`src/rtl/bus_write_demux_pkg.sv`:
```
// bus_write_demux_pkg: shared destination codes, RUN/HALT encoding and bus width
package bus_write_demux_pkg;
   localparam int WIDTH = 16;
   localparam int SEL_W = 3;
   // Codes 000-100 double as bus-A source selects
   typedef enum logic [2:0] {
      SEL_AC   = 3'b000,
      SEL_AR   = 3'b001,
      SEL_PC   = 3'b010,
      SEL_DR   = 3'b011,
      SEL_TR   = 3'b100,
      SEL_DIS0 = 3'b101,
      SEL_END  = 3'b110,
      SEL_DIS1 = 3'b111
   } sel_e;
   typedef enum logic {
      ST_RUN  = 1'b0,
      ST_HALT = 1'b1
   } state_e;
endpackage

```
`src/rtl/bus_write_hold.sv`:
```
// bus_write_hold: one-entry hold register (valid/sel/data) plus the END-pending flag
module bus_write_hold #(
   parameter int WIDTH = 16,
   parameter int SEL_W = 3
) (
   input  logic             clk,
   input  logic             reset,
   input  logic             acc,
   input  logic [SEL_W-1:0] sel_in,
   input  logic [WIDTH-1:0] data_in,
   output logic             valid,
   output logic [SEL_W-1:0] sel,
   output logic [WIDTH-1:0] data,
   output logic             hold_end
);
   import bus_write_demux_pkg::*;
   logic             valid_q, valid_d, end_q, end_d;
   logic [SEL_W-1:0] sel_q, sel_d;
   logic [WIDTH-1:0] data_q, data_d;
   // Entry drains every cycle, so it holds exactly what was accepted on the last edge
   always_comb begin
      valid_d = acc;
      end_d   = acc && (sel_in == SEL_END);
      sel_d   = acc ? sel_in : sel_q;
      data_d  = acc ? data_in : data_q;
   end
   // Hold state; reset drops any pending entry
   always_ff @(posedge clk or posedge reset) begin
      if (reset) begin
         valid_q <= 1'b0;
         end_q   <= 1'b0;
         sel_q   <= '0;
         data_q  <= '0;
      end else begin
         valid_q <= valid_d;
         end_q   <= end_d;
         sel_q   <= sel_d;
         data_q  <= data_d;
      end
   end
   assign valid    = valid_q;
   assign sel      = sel_q;
   assign data     = data_q;
   assign hold_end = end_q;
endmodule

```
`src/rtl/bus_write_demux.sv`:
```
// bus_write_demux: bus destination register bank with RUN/HALT FSM; BUS_WRITE_TRACE_EN adds commit trace outputs
module bus_write_demux #(
   parameter int WIDTH = 16,
   parameter int SEL_W = 3
) (
   input  logic             clk,
   input  logic             reset,
   input  logic [SEL_W-1:0] wr_sel,
   input  logic             wr_valid,
   output logic             wr_ready,
   input  logic [WIDTH-1:0] bus_in,
   input  logic             inc_pc,
   input  logic             inc_ar,
   input  logic             clr_ac,
   input  logic             resume,
   output logic [WIDTH-1:0] AC,
   output logic [WIDTH-1:0] AR,
   output logic [WIDTH-1:0] PC,
   output logic [WIDTH-1:0] DR,
   output logic [WIDTH-1:0] TR,
   output logic             wr_done,
`ifdef BUS_WRITE_TRACE_EN
   output logic [SEL_W-1:0] last_sel,
   output logic [WIDTH-1:0] last_data,
   output logic [15:0]      wr_count,
`endif
   output logic             halted
);
   import bus_write_demux_pkg::*;
   state_e           state_q, state_d;
   logic             acc, run, h_valid, h_end;
   logic [SEL_W-1:0] h_sel;
   logic [WIDTH-1:0] h_data;
   logic [WIDTH-1:0] ac_q, ac_d, ar_q, ar_d, pc_q, pc_d, dr_q, dr_d, tr_q, tr_d;
   logic             done_q, done_d;

   bus_write_hold #(.WIDTH(WIDTH), .SEL_W(SEL_W)) u_hold (
      .clk      (clk),
      .reset    (reset),
      .acc      (acc),
      .sel_in   (wr_sel),
      .data_in  (bus_in),
      .valid    (h_valid),
      .sel      (h_sel),
      .data     (h_data),
      .hold_end (h_end)
   );

   // State register
   always_ff @(posedge clk or posedge reset) begin
      if (reset) state_q <= ST_RUN;
      else       state_q <= state_d;
   end
   // Next state: committed END halts, resume leaves HALT
   always_comb begin
      state_d = state_q;
      if (h_valid && h_sel == SEL_END) state_d = ST_HALT;
      else if (state_q == ST_HALT && resume) state_d = ST_RUN;
   end
   // FSM outputs: ready drops as soon as END is held so nothing follows it
   always_comb begin
      run      = (state_q == ST_RUN);
      wr_ready = run && !h_end;
      acc      = wr_valid && wr_ready;
      halted   = (state_q == ST_HALT);
   end

   // Register bank next values: commit beats clear beats increment
   always_comb begin
      ac_d   = (h_valid && h_sel == SEL_AC) ? h_data : (run && clr_ac) ? '0 : ac_q;
      ar_d   = (h_valid && h_sel == SEL_AR) ? h_data : (run && inc_ar) ? ar_q + 1'b1 : ar_q;
      pc_d   = (h_valid && h_sel == SEL_PC) ? h_data : (run && inc_pc) ? pc_q + 1'b1 : pc_q;
      dr_d   = (h_valid && h_sel == SEL_DR) ? h_data : dr_q;
      tr_d   = (h_valid && h_sel == SEL_TR) ? h_data : tr_q;
      done_d = h_valid;
   end
   // Register bank
   always_ff @(posedge clk or posedge reset) begin
      if (reset) begin
         ac_q   <= '0;
         ar_q   <= '0;
         pc_q   <= '0;
         dr_q   <= '0;
         tr_q   <= '0;
         done_q <= 1'b0;
      end else begin
         ac_q   <= ac_d;
         ar_q   <= ar_d;
         pc_q   <= pc_d;
         dr_q   <= dr_d;
         tr_q   <= tr_d;
         done_q <= done_d;
      end
   end
   assign AC      = ac_q;
   assign AR      = ar_q;
   assign PC      = pc_q;
   assign DR      = dr_q;
   assign TR      = tr_q;
   assign wr_done = done_q;

`ifdef BUS_WRITE_TRACE_EN
   logic [SEL_W-1:0] last_sel_q, last_sel_d;
   logic [WIDTH-1:0] last_data_q, last_data_d;
   logic [15:0]      wr_count_q, wr_count_d;
   // Trace next values: capture every commit, count wraps
   always_comb begin
      last_sel_d  = h_valid ? h_sel : last_sel_q;
      last_data_d = h_valid ? h_data : last_data_q;
      wr_count_d  = h_valid ? wr_count_q + 16'd1 : wr_count_q;
   end
   // Trace registers
   always_ff @(posedge clk or posedge reset) begin
      if (reset) begin
         last_sel_q  <= '0;
         last_data_q <= '0;
         wr_count_q  <= '0;
      end else begin
         last_sel_q  <= last_sel_d;
         last_data_q <= last_data_d;
         wr_count_q  <= wr_count_d;
      end
   end
   assign last_sel  = last_sel_q;
   assign last_data = last_data_q;
   assign wr_count  = wr_count_q;
`endif
endmodule

```
`config.mk`:
```
export PLATFORM = sky130hd
export DESIGN_NAME = bus_write_demux
export DESIGN_NICKNAME = d
export VERILOG_FILES = /design/src/rtl/bus_write_demux_pkg.sv /design/src/rtl/bus_write_hold.sv /design/src/rtl/bus_write_demux.sv
export SDC_FILE = /design/constraint.sdc
export NUM_CORES = 1
export LEC_CHECK = 0
export BUFFER_PORTS_ARGS = -buffer_cell sky130_fd_sc_hd__buf_2
export CORE_ASPECT_RATIO = 0.9
export CORE_UTILIZATION = 37
export DETAILED_ROUTE_END_ITERATION = 12
export GPL_TIMING_DRIVEN = 0
export HOLD_SLACK_MARGIN = 0.1
export SLEW_MARGIN = 10
export SYNTH_ARGS = -nofsm -noshare
export SYNTH_HDL_FRONTEND = slang
export SYNTH_HIERARCHICAL = 1
export SYNTH_SLANG_ARGS = --single-unit
```
`constraint.sdc`:
```
create_clock -name clk -period 4.15 [get_ports clk]
set_input_delay 0.2075 -clock clk [delete_from_list [all_inputs] [get_ports clk]]
set_output_delay 0.2075 -clock clk [all_outputs]
set_load 0.005 [all_outputs]
```
# Yosys cells after proc, flatten, opt, wreduce, memory -nomap -nowiden

Index checks and enable logic that the tools add are counted.

Add/sub/neg operators: 2
Multipliers: 0
Divide/modulo/power cells: 0
Order comparisons: 0
Eq/ne operators: 6
Shifts and indexed selects: 0
Muxes and demuxes: 8
Bitwise gates (word level): 1
Reductions and logical operators: 19

Operators with widths:

| operator                                                              | number |
|---|---|
| 16-bit 2-to-1 mux                                                     | 6 |
| 16-bit by 1-bit adder with 16-bit output, second input constant       | 2 |
| 1-bit logical AND                                                     | 13 |
| 3-bit equality test, second input constant                            | 3 |
| 2-bit nonzero test                                                    | 4 |
| 3-bit by 2-bit equality test with 1-bit output, second input constant | 2 |
| 3-bit by 1-bit equality test with 1-bit output, second input constant | 1 |
| 3-bit logical NOT                                                     | 1 |
| 1-bit 2-to-1 mux                                                      | 2 |
| 1-bit logical NOT                                                     | 1 |
| 1-bit NOT                                                             | 1 |

Register bits: 103
Latch bits: 0
Memory bits (writable): 0
Memory bits (read-only): 0
Input port bits: 26
Output and inout bits: 83
Logic and storage cells: 47
Memories kept: 0

# Logic depth before layout (Yosys ltp)

Word-level depth: 4
Gate-level depth with buffers: 7

# By module

The synthesis kept the hierarchy.

By module, submodules not included:

| module          | instances | cells an instance | area each (sq um) | seq. area each (sq um) |
|---|---|---|---|---|
| bus_write_demux | 1         | 306               | 3599.7            | 2052.0 |
| bus_write_hold  | 1         | 44                | 847.1             | 525.5 |

# Worst setup path before layout

Ideal clock, no wire load.

Path kind: register to register
Start: register state_q, in the netlist halted
End: register pc_q[15], in the netlist PC[15]
Library setup time: 127 ps
Arrival: 1554 ps
Setup slack: 2468 ps
Cell stages (with the launch flop): 7
Path buffers: 1
Clock period less this slack: 1682 ps
Path through: dfrtp_1 -> buf_6 -> nand4b_4 -> or4_4 -> nor3_2 -> xnor2_1 -> o21ai_2

Cells in the longest elaborated chain, start to end: 3

Ends and longest elaborated chain:

| element                             | line                  | source |
|---|---|---|
| from (decl)                         | bus_write_demux.sv:30 | `state_e state_q, state_d;` |
| from (signal assigned)              | bus_write_demux.sv:52 | `else state_q <= state_d;` |
| 1-bit NOT                           | bus_write_demux.sv:62 | `run = (state_q == ST_RUN);` |
| 1-bit logical AND                   | bus_write_demux.sv:72 | `pc_d = (h_valid && h_sel == SEL_PC) ? h_data : (run && inc_pc) ? pc_q + 1'b1 : pc_q;` |
| 2-bit nonzero test (no source line) | -                     |  |
| to (signal assigned)                | bus_write_demux.sv:89 | `pc_q <= pc_d;` |
| to (decl)                           | bus_write_demux.sv:34 | `logic [WIDTH-1:0] ac_q, ac_d, ar_q, ar_d, pc_q, pc_d, dr_q, dr_d, tr_q, tr_d;` |

No other way between the ends.
A chain may end at the register's enable or synchronous reset.

# Final worst setup path

Start: register ar_q[0], in the netlist AR[0]
End: register ar_q[10], in the netlist AR[10]

Cells in the longest elaborated chain, start to end: 3

Ends and longest elaborated chain:

| element                                  | line                  | source |
|---|---|---|
| from (decl)                              | bus_write_demux.sv:34 |  |
| from (signal assigned)                   | bus_write_demux.sv:88 | `ar_q <= ar_d;` |
| 16-bit by 1-bit adder with 16-bit output | bus_write_demux.sv:71 | `ar_d = (h_valid && h_sel == SEL_AR) ? h_data : (run && inc_ar) ? ar_q + 1'b1 : ar_q;` |
| 16-bit 2-to-1 mux (2 in a row)           | bus_write_demux.sv:71 |  |

No other way between the ends. The select of a mux whose other input is x is not followed.

==> impl_results.md <==
- Post-Route WL: 11.3 mm
- GRT overflow: 0
- #FFs+latches synth: 103
- Post-route cell area: about 5700 sq um
- Final Hold Vio Count: 0
- RSZ-0062 raised after global routing: no
- Sequential area share after synthesis: 0.580
- Gr usage total: 0.187
- Chip width: 118 um
- Worst endpoint required time: around 4400 ps
- Final WS setup: 2110 ps
- Crit path to: AR[10]
- PortBufs: 108
- Simple-gate area share of the yosys netlist: 0.111
- Final Setup Violations: 0
- Final Max Slew Viols: 0
- Worst rel slew slack: 0.453
- Area growth, synth to finish: 28.3%
- Mapped Cells: 350
- Synth Warn #: 6
- Worst flop-to-flop path endpoint: AR[10]
- Syn Area/Cell: ~13 sq um
- Core area: roughly 12000 sq um
- CTS tree: done
- N_diodes: 0
- Util after Layout: 0.493
- CTS Sinks: 103
- Commonest non-fill, non-tap cell in the layout: buf_2
- Critical path arrival: 2310 ps
- CTS clk-pin slew, worst paths: about 70 ps
- Largest family of logic cells by synthesized area: multiplexers
- Floorplan row count: 37
- CTS Buf Count: 9
- Post-synth ARST share: 1.00
- Leading cell types in the layout, fill and taps excluded: 110 x buf_2, 103 x dfrtp_1, 44 x nand2_1
- Hold Crit Depth: 2
- Post-synthesis compound-gate area fraction: 0.0698
- Starting Density: 0.384
- Reg2reg setup slack: 2110 ps
- Pwr dens: 650 nW/um^2
- Top Ports: 109
- Layout cells sized above 1: 0.392
- Fillers: 1092
- Initial antenna violation count: 0
- Cell variety after synth: 38
- Final min period: 2040 ps
- Post-place setup slack: 2160 ps
- Reg2Reg Depth: 6
- F_max: just under 500 MHz
- Routed Antenna Nets: 0
- Drt via density: a little under 5
- GP Congestion: between 0.7 and 0.8
- Die H: around 110 um
- Worst Clk Skew: 8.29 ps
- Worst min-delay path class: input port to register
- Max_cap viols: 0
- CP max FO: 5
- CTS hold repair buffers: 17
- Worst-skew pair later-pin latency: 350 ps
- Iter 0 DRT Violations: between 80 and 90
- Clk buf depth: 2
- Area share of fa/ha/maj cells after synthesis: 0.00563
- Post-CTS setup buffers: 0
- XOR/XNOR Fraction of Synth Area: 0.0591
- Pre-Repair DR Iteration Count: 4
- Most common flop cell mapped by yosys: dfrtp_1
- DRC Markers: 0
- Outcome: finished clean
- Global-route wire length before repair: 17.8 mm
- Worst Setup SP: AR[0]
- PostCTS Resize Cnt: 0
- Total number of vias: 3211
- Mapped Area: 4450 sq um
- Leak pwr: 2.63 nW
- Number of global-route vias before repair: 3234
- Hpwl dp: 8.10 mm
- # H-tree levels: 3
- Multiplexer share of the synthesized area: 0.152
- Syn Nets: 378
- Reg2reg start: AR[0]
- Number of synthesized flops with an enable pin: 0
- Final worst path period share: 0.491
- # nets final: 515
- Avg WL per Cell: 17.4 um
- Setup TNS: 0 ps
- Crit. End Element: register
- CP startpoint kind: register
- Root Driver: clkbuf_16
- Pin count of the biggest net entering global routing: 45
- Maximum vdd drop: ~0.3 mV
- Worst Path Class, Setup: register to register
- Dpl cell area: 5210 sq um
- Worst-Margin Slew: between 800 and 900 ps
- Die footprint: between 10000 and 15000 sq um
## layout make-up
cell class,instances,area (sq um),area share
multi-input cells,227,1770,0.310
plain buffers,14,77.6,0.0136
inverters,6,25.0,0.00439
clock inverters,7,97.6,0.0171
repair buffers,126,738,0.129
flip-flops and latches,103,2580,0.452
clock buffers,9,225,0.0395
well taps,156,195,0.0342
## through the flow
step	total power, mW	hold WS [ps]	cells
finish	3.71	111	648
global route	3.93	105	648
CTS	3.75	103	648
detailed placement	2.83	300	615
global placement	2.79	395	614
floorplan	2.27	184	350
## cells in the mapped netlist, drive strengths merged, types with 5 or more instances
cell    number  area (sq um)
nand3        8          40.0
clkbuf       9          33.8
o21ai       31           159
xor2        19           166
mux2        52           657
nor2         6          22.5
dfrtp      103          2580
a22o        16           140
buf          5          43.8
nor3         6          45.0
inv          6          22.5
nand4        9          62.6
xnor2       11          96.3
nand2       44           165
## critical path: stages (launching register included)
cell	delay (ps)
dfrtp_1	460
ha_1	230
nand2_1	80
nor4_1	670
nand4_1	210
xor2_1	180
o21ai_0	140
## how the worst min path moves through the flow
stage | from | to | slack [ps]
2_1_floorplan | reset | u_hold/data[0] | 180
3_3_place_gp | reset | u_hold/data[12] | 390
3_5_place_dp | reset | TR[15] | 300
4_1_cts | wr_sel[0] | u_hold/sel[0] | 100
5_1_grt | bus_in[5] | u_hold/data[5] | 110
6_report | bus_in[5] | u_hold/data[5] | 110
## metal layers
layer / wire length (um) / global-route usage / vias to the layer above
met2: 5400 / 0.303 / 83
met5: 0 / 0 / -
li1: - / - / 1507
met1: 5240 / 0.248 / 1617
met4: 48 / 0.0430 / 0
met3: 590 / 0.0558 / 4
## where the power goes
group | total [mW] | internal (mW) | switching, mW
Sequential | 1.77 | 1.37 | 0.398
Clock | 0.895 | 0.486 | 0.409
Combinational | 1.04 | 0.602 | 0.437
## cells by family after synthesis
logic type / after synthesis
fa+ha+maj: 2
compound gates: 49
xor+xnor: 30
flops: 103
buf+inv: 20
simple gates: 92
mux: 54
## state kept, by name, indices dropped and copies added (netlist names)
name             count
AC                  16
AR                  16
DR                  16
PC                  16
TR                  16
u_hold/data         16
u_hold/sel           3
halted               1
u_hold/hold_end      1
u_hold/valid         1
wr_done              1
No activity file was read; power rests on OpenSTA's default activity.
